==> config.mk <==
export PLATFORM = sky130hd
export DESIGN_NAME = mem_access_unit_flat
export DESIGN_NICKNAME = d
export VERILOG_FILES = /design/src/rtl/mem_access_unit_pkg.sv /design/src/rtl/mem_access_unit_if.sv /design/src/rtl/mem_access_unit_load_align.sv /design/src/rtl/mem_access_unit.sv /design/src/flat_wrapper.sv
export SDC_FILE = /design/constraint.sdc
export NUM_CORES = 1
export LEC_CHECK = 0
export ABC_AREA = 1
export BUFFER_PORTS_ARGS = -buffer_cell sky130_fd_sc_hd__buf_2
export CORE_UTILIZATION = 49
export CTS_CLUSTER_SIZE = 10
export DETAILED_ROUTE_END_ITERATION = 10
export PLACE_DENSITY_LB_ADDON = 0.2
export SETUP_SLACK_MARGIN = 0.15
export SKIP_LAST_GASP = 1
export SLEW_MARGIN = 0
export SYNTH_ARGS = -nofsm -noshare
export SYNTH_HDL_FRONTEND = slang
export SYNTH_HIERARCHICAL = 1
export SYNTH_SLANG_ARGS = --single-unit
==> constraint.sdc <==
create_clock -name clk -period 1.6 [get_ports clk]
set_input_delay 0.32 -clock clk [delete_from_list [all_inputs] [get_ports clk]]
set_output_delay 0.32 -clock clk [all_outputs]
set_load 0.05 [all_outputs]
==> src/rtl/mem_access_unit_pkg.sv <==
// Shared types and constants for the data-memory access unit: funct3 encodings,
// FSM state enum and the accept-time fault check.
package mem_access_unit_pkg;

    localparam int unsigned MAU_AWIDTH = 32;
    localparam int unsigned MAU_DWIDTH = 32;

    localparam logic [2:0] FUNCT3_LB  = 3'd0;
    localparam logic [2:0] FUNCT3_LH  = 3'd1;
    localparam logic [2:0] FUNCT3_LW  = 3'd2;
    localparam logic [2:0] FUNCT3_LBU = 3'd4;
    localparam logic [2:0] FUNCT3_LHU = 3'd5;
    localparam logic [2:0] FUNCT3_SB  = 3'd0;
    localparam logic [2:0] FUNCT3_SH  = 3'd1;
    localparam logic [2:0] FUNCT3_SW  = 3'd2;

    typedef enum logic [1:0] {
        IDLE    = 2'd0,
        REQ     = 2'd1,
        WAIT_RD = 2'd2,
        RESP    = 2'd3
    } mau_state_e;

    // Illegal funct3 for the op type, or a half/word access off its natural alignment.
    function automatic logic op_fault(input logic is_store, input logic [2:0] f3,
                                      input logic [1:0] off);
        logic bad_op;
        logic misaligned;
        bad_op     = is_store ? (f3 > FUNCT3_SW) : (f3 == 3'd3 || f3 == 3'd6 || f3 == 3'd7);
        misaligned = (f3[1:0] == 2'b01 && off[0]) || (f3[1:0] == 2'b10 && off != 2'b00);
        return bad_op || misaligned;
    endfunction

endpackage

==> src/rtl/mem_access_unit_if.sv <==
// Data-memory req/gnt/rvalid port; master is the access unit, slave is the memory.
interface mem_access_unit_if
    import mem_access_unit_pkg::*;
#(
    parameter int unsigned AWIDTH = MAU_AWIDTH,
    parameter int unsigned DWIDTH = MAU_DWIDTH
) ();
    logic                  req;
    logic                  we;
    logic [AWIDTH-1:0]     addr;
    logic [DWIDTH-1:0]     wdata;
    logic [DWIDTH/8-1:0]   be;
    logic                  gnt;
    logic                  rvalid;
    logic [DWIDTH-1:0]     rdata;

    modport master (output req, we, addr, wdata, be, input gnt, rvalid, rdata);
    modport slave  (input req, we, addr, wdata, be, output gnt, rvalid, rdata);
endinterface

==> src/rtl/mem_access_unit_load_align.sv <==
// Combinational load extraction: shift the raw word to the accessed byte lane and
// sign/zero-extend by funct3. Kept standalone so a cache can reuse it.
module mem_access_unit_load_align
    import mem_access_unit_pkg::*;
#(
    parameter int unsigned DWIDTH = MAU_DWIDTH
) (
    input  logic [DWIDTH-1:0] rdata_i,
    input  logic [1:0]        off_i,
    input  logic [2:0]        funct3_i,
    output logic [DWIDTH-1:0] data_c_o
);
    logic [DWIDTH-1:0] shifted;

    always_comb begin
        shifted  = rdata_i >> {off_i, 3'b000};
        data_c_o = '0;
        case (funct3_i)
            FUNCT3_LB:  data_c_o = {{(DWIDTH-8){shifted[7]}}, shifted[7:0]};
            FUNCT3_LH:  data_c_o = {{(DWIDTH-16){shifted[15]}}, shifted[15:0]};
            FUNCT3_LW:  data_c_o = shifted;
            FUNCT3_LBU: data_c_o = DWIDTH'(shifted[7:0]);
            FUNCT3_LHU: data_c_o = DWIDTH'(shifted[15:0]);
            default:    data_c_o = '0;
        endcase
    end
endmodule

==> src/rtl/mem_access_unit.sv <==
// Data-memory access unit: accepts one load/store from execute, runs it on the
// req/gnt/rvalid port and returns aligned load data, stalling the pipeline meanwhile.
module mem_access_unit
    import mem_access_unit_pkg::*;
#(
    parameter int unsigned AWIDTH = MAU_AWIDTH,
    parameter int unsigned DWIDTH = MAU_DWIDTH
) (
    input  logic                clk,
    input  logic                reset,
    input  logic                req_valid_i,
    output logic                req_ready_o,
    input  logic                memren_i,
    input  logic                memwren_i,
    input  logic [2:0]          funct3_i,
    input  logic [AWIDTH-1:0]   addr_i,
    input  logic [DWIDTH-1:0]   wdata_i,
    mem_access_unit_if.master   mem,
    output logic                rsp_valid_o,
    output logic [DWIDTH-1:0]   rsp_rdata_o,
    output logic                fault_o,
    output logic                stall_o
);
    localparam int unsigned BEW = DWIDTH / 8;

    mau_state_e        state_q, state_d;
    logic [AWIDTH-1:0] addr_q, addr_d;
    logic [1:0]        off_q, off_d;
    logic [2:0]        f3_q, f3_d;
    logic              we_q, we_d;
    logic              bad_q, bad_d;
    logic [DWIDTH-1:0] wdata_q, wdata_d;
    logic [BEW-1:0]    be_q, be_d;
    logic [DWIDTH-1:0] rdata_q, rdata_d;
    logic              req_q, req_d;
    logic              rsp_valid_q, rsp_valid_d;
    logic              fault_q, fault_d;
    logic              accept_c;
    logic [4:0]        lane_sh_c;
    logic [DWIDTH-1:0] ext_c;

    assign req_ready_o = (state_q == IDLE) && !reset;
    assign accept_c    = req_valid_i && req_ready_o && (memren_i || memwren_i);
    assign stall_o     = accept_c || (state_q == REQ) || (state_q == WAIT_RD);
    assign lane_sh_c   = {addr_i[1:0], 3'b000};

    mem_access_unit_load_align #(.DWIDTH(DWIDTH)) u_load_align (
        .rdata_i  (mem.rdata),
        .off_i    (off_q),
        .funct3_i (f3_q),
        .data_c_o (ext_c)
    );

    always_comb begin
        state_d = state_q;
        addr_d  = addr_q;
        off_d   = off_q;
        f3_d    = f3_q;
        we_d    = we_q;
        bad_d   = bad_q;
        wdata_d = wdata_q;
        be_d    = be_q;
        rdata_d = rdata_q;
        case (state_q)
            IDLE: begin
                if (accept_c) begin
                    addr_d  = {addr_i[AWIDTH-1:2], 2'b00};
                    off_d   = addr_i[1:0];
                    f3_d    = funct3_i;
                    we_d    = memwren_i;
                    bad_d   = op_fault(memwren_i, funct3_i, addr_i[1:0]);
                    rdata_d = '0;
                    be_d    = {BEW{1'b1}};
                    wdata_d = '0;
                    if (memwren_i) begin
                        // Sub-word stores are steered onto their byte lanes here.
                        case (funct3_i)
                            FUNCT3_SB: begin
                                be_d    = BEW'(1'b1) << addr_i[1:0];
                                wdata_d = DWIDTH'(wdata_i[7:0]) << lane_sh_c;
                            end
                            FUNCT3_SH: begin
                                be_d    = BEW'(2'b11) << addr_i[1:0];
                                wdata_d = DWIDTH'(wdata_i[15:0]) << lane_sh_c;
                            end
                            default: wdata_d = wdata_i;
                        endcase
                    end
                    state_d = bad_d ? RESP : REQ;
                end
            end
            REQ: begin
                if (mem.gnt) state_d = we_q ? RESP : WAIT_RD;
            end
            WAIT_RD: begin
                if (mem.rvalid) begin
                    rdata_d = ext_c;
                    state_d = RESP;
                end
            end
            RESP:    state_d = IDLE;
            default: state_d = IDLE;
        endcase
        req_d       = (state_d == REQ);
        rsp_valid_d = (state_d == RESP);
        fault_d     = (state_d == RESP) && bad_d;
    end

    always_ff @(posedge clk) begin
        if (reset) begin
            state_q     <= IDLE;
            addr_q      <= '0;
            off_q       <= '0;
            f3_q        <= '0;
            we_q        <= 1'b0;
            bad_q       <= 1'b0;
            wdata_q     <= '0;
            be_q        <= '0;
            rdata_q     <= '0;
            req_q       <= 1'b0;
            rsp_valid_q <= 1'b0;
            fault_q     <= 1'b0;
        end else begin
            state_q     <= state_d;
            addr_q      <= addr_d;
            off_q       <= off_d;
            f3_q        <= f3_d;
            we_q        <= we_d;
            bad_q       <= bad_d;
            wdata_q     <= wdata_d;
            be_q        <= be_d;
            rdata_q     <= rdata_d;
            req_q       <= req_d;
            rsp_valid_q <= rsp_valid_d;
            fault_q     <= fault_d;
        end
    end

    assign mem.req     = req_q;
    assign mem.we      = we_q;
    assign mem.addr    = addr_q;
    assign mem.wdata   = wdata_q;
    assign mem.be      = be_q;
    assign rsp_valid_o = rsp_valid_q;
    assign rsp_rdata_o = rdata_q;
    assign fault_o     = fault_q;
endmodule
==> src/flat_wrapper.sv <==
// flat-port wrapper written by rule: the top's interface ports become plain ports
module mem_access_unit_flat import mem_access_unit_pkg::*;
#(
    parameter int unsigned AWIDTH = MAU_AWIDTH,
    parameter int unsigned DWIDTH = MAU_DWIDTH
)
  (clk, reset, req_valid_i, req_ready_o, memren_i, memwren_i, funct3_i, addr_i, wdata_i, rsp_valid_o, rsp_rdata_o, fault_o, stall_o, mem_req, mem_we, mem_addr, mem_wdata, mem_be, mem_gnt, mem_rvalid, mem_rdata);
  mem_access_unit_if #(.AWIDTH(AWIDTH), .DWIDTH(DWIDTH)) mem_i ();
  input  logic clk;
  input  logic reset;
  input  logic req_valid_i;
  output logic req_ready_o;
  input  logic memren_i;
  input  logic memwren_i;
  input  logic [2:0] funct3_i;
  input  logic [AWIDTH-1:0] addr_i;
  input  logic [DWIDTH-1:0] wdata_i;
  output logic rsp_valid_o;
  output logic [DWIDTH-1:0] rsp_rdata_o;
  output logic fault_o;
  output logic stall_o;
  output wire logic [$bits(mem_i.req)-1:0] mem_req;
  output wire logic [$bits(mem_i.we)-1:0] mem_we;
  output wire logic [$bits(mem_i.addr)-1:0] mem_addr;
  output wire logic [$bits(mem_i.wdata)-1:0] mem_wdata;
  output wire logic [$bits(mem_i.be)-1:0] mem_be;
  input wire logic [$bits(mem_i.gnt)-1:0] mem_gnt;
  input wire logic [$bits(mem_i.rvalid)-1:0] mem_rvalid;
  input wire logic [$bits(mem_i.rdata)-1:0] mem_rdata;
  assign mem_req = mem_i.req;
  assign mem_we = mem_i.we;
  assign mem_addr = mem_i.addr;
  assign mem_wdata = mem_i.wdata;
  assign mem_be = mem_i.be;
  assign mem_i.gnt = mem_gnt;
  assign mem_i.rvalid = mem_rvalid;
  assign mem_i.rdata = mem_rdata;
  mem_access_unit #(.AWIDTH(AWIDTH), .DWIDTH(DWIDTH)) u_core (.clk(clk), .reset(reset), .req_valid_i(req_valid_i), .req_ready_o(req_ready_o), .memren_i(memren_i), .memwren_i(memwren_i), .funct3_i(funct3_i), .addr_i(addr_i), .wdata_i(wdata_i), .mem(mem_i), .rsp_valid_o(rsp_valid_o), .rsp_rdata_o(rsp_rdata_o), .fault_o(fault_o), .stall_o(stall_o));
endmodule
# == Yosys cells after proc, flatten, opt, wreduce, memory -nomap -nowiden ==
# Index checks and enable logic that the tools add are counted.
# word_totals
output_inout_bits,106
input_bits,106
word_cells,73
register_bits,110
# op_classes
n_lt_le_gt_ge,1
muxes,17
shifts,5
reduce_logical,21
eq_ne,17
# ops
cell,n
32-bit one-hot mux with 5 select lines,1
32-bit one-hot mux with 2 select lines,2
32-bit two-way mux,3
16-bit by 5-bit left shift with 32-bit output,1
8-bit by 5-bit left shift with 32-bit output,1
32-bit by 5-bit >> shifter with 32-bit output,1
"3-bit equality test, second input constant",4
"2-bit equality test, second input constant",4
2-bit two-way mux,4
2-bit one-hot mux with 4 select lines,1
4-bit one-hot mux with 2 select lines,1
1-bit logical OR,7
"2-bit by 1-bit equality test with 1-bit output, second input constant",3
"3-bit by 1-bit equality test with 1-bit output, second input constant",2
"3-bit by 2-bit equality test with 1-bit output, second input constant",2
1-bit logical AND,6
3-bit logical NOT,2
1-bit two-way mux,4
4-bit two-way mux,1
2-bit nonzero test,2
"1-bit by 2-bit left shift with 4-bit output, first input constant",1
"2-bit by 2-bit left shift with 4-bit output, first input constant",1
"3-bit by 2-bit > comparator with 1-bit output, second input constant",1
3-bit AND reduction,1
other kinds (5),5

# == Logic depth before layout (Yosys ltp) ==
# depth
depth_word,10
mapped_depth,10
depth_no_buf,10

# == Cells and area by module ==
# Netlist, hierarchy kept.
# by_module_without_submodules
module,area_each_um2,seq_area_each_um2,n_inst,cells_per_inst
mem_access_unit,4510.6,2202.1,1,634
mem_access_unit_load_align,1004.7,0.0,1,192

# == Worst setup path after synthesis ==
# Ideal clock, no wire load.
# synth_path
path_type,input to output
startpoint,input reset
endpoint,output req_ready_o
n_path_buf,1
required_time_ps,1280
path_slack_ps,-272
arrival_time_ps,1552
path_stages,2
cell_sequence,clkbuf_1 nor3_1
# synth_via
elab_chain_len,2
# synth_lines
item,line_no,source
start: declaration,flat_wrapper.sv:10,input logic reset;
1-bit logical NOT,mem_access_unit.sv:42,assign req_ready_o = (state_q == IDLE) && !reset;
1-bit logical AND,mem_access_unit.sv:42,
end: declaration,flat_wrapper.sv:12,output logic req_ready_o;
# No other way between the ends.

# == Worst setup path after layout ==
# layout_path
startpoint,register u_core.state_q[1]
endpoint,output stall_o
# layout_via
elab_chain_len,6
elab_cells_between_ends,8
cone_classes,eq/ne (2); reduce/logical (6)
# layout_lines
item,line_no,source
start: declaration,mem_access_unit.sv:26,"mau_state_e state_q, state_d;"
start signal: assignment,mem_access_unit.sv:124,state_q <= state_d;
2-bit logical NOT,mem_access_unit.sv:42,
1-bit logical AND,mem_access_unit.sv:42,
1-bit logical AND (2 in a row),mem_access_unit.sv:43,assign accept_c = req_valid_i && req_ready_o && (memren_i || memwren_i);
1-bit logical OR,mem_access_unit.sv:44,assign stall_o = accept_c || (state_q == REQ) || (state_q == WAIT_RD);
1-bit logical OR *,mem_access_unit.sv:44,
end: declaration,flat_wrapper.sv:21,output logic stall_o;
# Mark *: on every way between the ends. The rest lies on a longest branch, timed or not.

==> run_results.csv <==
group,metric,value,unit
run_status,status,"finished with violations",
run_status,failed_checks,"negative setup slack",
finish,diodes,0,
global_route,tot_gr_track_use,28.07,%
worst_setup_path,r2r_setup_slack,-0.03,ns
routing,num_vias,6184,
clock_network,clock_latency,0.38,ns
yosys,seq_area_frac_synth,39.93,%
floorplan,initial_standard_cell_utilization_of_the_core,50.66,%
floorplan,floorplan.rows,38,
yosys,syn_inst,826,
clock_network,tritoncts_clock_tree,"built",
routing,dr.first_iter.drc_count,545,
yosys,netlist_area,5515,µm²
power,static_leakage,3.743,nW
placed_design,dpl_cell_area,6713,µm²
clock_network,cts_made_buffers,9,
worst_setup_path,critPathMaxFanout,3,
sta,setup_viol_count_final,17,
sta,setup-tns-final,-0.3511,ns
finish,syn_to_final_growth,34.89,%
sta,hold_viol,0,
global_route,global_route_wire_length_before_repair,25.81,mm
finish,finalNetCount,1151,
floorplan,core_region_area,10890,µm²
worst_setup_path,data_arrival_time_of_the_critical_path,1.34,ns
floorplan,floorplan.die_area,11680,µm²
global_route,number_of_global_route_vias_before_repair,5502,
sta,max_clock_freq,603.1,MHz
worst_setup_path,timing.critical_path.to_type,"primary output",
global_route,grt.overflow.total,0,
placed_design,pre_cts_slack,0.04179,ns
job,drv.max_cap_violation_count,0,
routing,drc,0,
yosys,ys_types,34,
sta,postLayoutSetupSlackWorst,-0.05816,ns
floorplan,ios,212,
power,power,6.976,mW
floorplan,die_h,108.1,µm
finish,drive_gt1_share,34.95,%
finish,layout.cells.most_common_list,"nand2_1 (260), buf_2 (207), dfxtp_1 (107)",
finish,final_area,7440,µm²
clock_network,cts_max_level,3,
finish,layout.cells.most_common,"nand2_1",
routing,drt-wirelength-per-cell,14.07,µm
worst_setup_path,critical_path_class,"reg2out",
worst_setup_path,r2r_cells,12,
yosys,number_of_warnings_reported_in_the_yosys_synthesis_log,6,
yosys,synthFlopType,"dfxtp_1",
worst_hold_path,min_delay_path_depth,3,
power,vdd.ir_drop.worst,516.5,µV
routing,route.final.wire_length,16.75,mm
worst_hold_path,hold_path_class,"in2reg",
finish,fin_cells,1190,
routing,avgViaCountPerCell,5.197,
power,power_density_over_the_cells,937.7,nW/µm²
clock_network,cts_sinks,110,
sta,slew_violations,0,
worst_setup_path,critPathRequiredTime,1.28,ns
placed_design,post-place-cells,1157,
floorplan,die_w,108.1,µm
routing,count_of_antenna_violating_nets_left_after_detailed_routing,0,
clock_network,clock_tree.root_cell,"clkbuf_8",
yosys,synth_enable_flop_cells,0,
yosys,yosys_register_bits,110,
routing,drt_pre_antenna_iters,6,
sta,rsz0062_at_grt,"true",
sta,timing.final.crit_period,1.658,ns
placed_design,place_hpwl,11.48,mm
placed_design,globalplace.congestion,0.9368,
sta,clock-skew-final,0.01055,ns
worst_setup_path,worst_setup_sp_type,"flip-flop",
yosys,synth_async_sr_flop_share,0,%
sta,finalCritPeriodShare,103.6,%
yosys,syn-mean-instance-area,6.677,µm²
placed_design,numPortBuffers,209,
clock_network,clkSlewWorstSetupHoldPaths,0.12,ns
clock_network,clockBufferDepth,2,
global_route,pin_count_of_the_biggest_net_entering_global_routing,45,
global_route,number_of_antenna_violations_at_the_first_check_in_global_routing,0,
[through the flow]
step	utilization, %	hold slack, ns
global route	68.33	0.1385
floorplan	-	0.4549
CTS	67.34	0.1351
global placement	61.65	0.4445
finish	68.33	0.1495
detailed placement	61.65	0.4498
[cells by family after synthesis]
group / Yosys count / share of synthesized area, %
compound gates: 138 / 13.09
buf+inv: 90 / 8.893
flops: 110 / 39.93
other cells: 1 / 0.06799
simple gates: 487 / 38.02
[critical path, cell delays in order, from the launching register on]
cell     delay (ns)
dfxtp_2        0.35
nor2_4         0.12
nand3_2        0.10
nor2_4         0.11
inv_2          0.06
nand3_4        0.07
buf_8          0.14
[flip-flops by register name, indices dropped and copies added, names as in the netlist]
signal / cells
u_core/bad_q: 1
u_core/f3_q: 3
u_core/fault_o: 1
u_core/mem.addr: 30
u_core/mem.be: 4
u_core/mem.req: 1
u_core/mem.wdata: 32
u_core/mem.we: 1
u_core/off_q: 2
u_core/rsp_rdata_o: 32
u_core/rsp_valid_o: 1
u_core/state_q: 2
[where the power goes]
part           total, mW  internal [mW]  switching (mW)
sequential          2.96           2.88          0.0853
clock               1.97          0.918            1.05
combinational       2.04          0.693            1.35
[worst paths after layout]
path	from	end
max	u_core/state_q[1]$_SDFF_PP0_	stall_o
min	addr_i[15]	u_core/mem.addr[15]$_SDFFE_PP0P_
max reg2reg	u_core/state_q[1]$_SDFF_PP0_	u_core/rsp_rdata_o[31]$_SDFFE_PP0P_
min reg2reg	u_core/rsp_rdata_o[2]$_SDFFE_PP0P_	u_core/rsp_rdata_o[2]$_SDFFE_PP0P_
[Yosys cell counts, drive strengths merged, types with 5 or more instances]
cell	number	area share, %
nand2	289	20
nor3	16	1.6
dfxtp	110	40
a21oi	87	8.3
clkbuf	12	0.82
o22ai	5	0.57
inv	34	2.4
o21ai	45	4.1
buf	43	5.6
nand4	7	0.91
nand3	58	6.5
nor2	115	8.6
[what timing repair did]
| item | in CTS | in global routing |
|---|---|---|
| buffers inserted | 9 | 1 |
| setup endpoints to repair | 26 | 99 |
| hold buffers | 0 | 0 |
| cloned | 5 | 2 |
| resized for setup | 59 | 25 |
| pin swaps | 13 | 2 |
[per-layer routing]
layer	vias up	GRT usage, %	share of wire [%]
li1	3102	-	-
met1	2784	34.68	43
met2	270	49.45	48
met3	28	5.365	7.3
met4	0	7.828	1.6
met5	-	0	0
[layout make-up]
cell class / instances / area (µm²)
Clock buffer: 9 / 123.9
Clock inverter: 7 / 112.6
Fill cell: 1012 / 3448
Inverter: 35 / 136.4
Multi-Input combinational cell: 631 / 3068
Sequential cell: 110 / 2206
Tap cell: 140 / 175.2
Timing Repair Buffer: 258 / 1618
(Power assumes the default switching activity.)
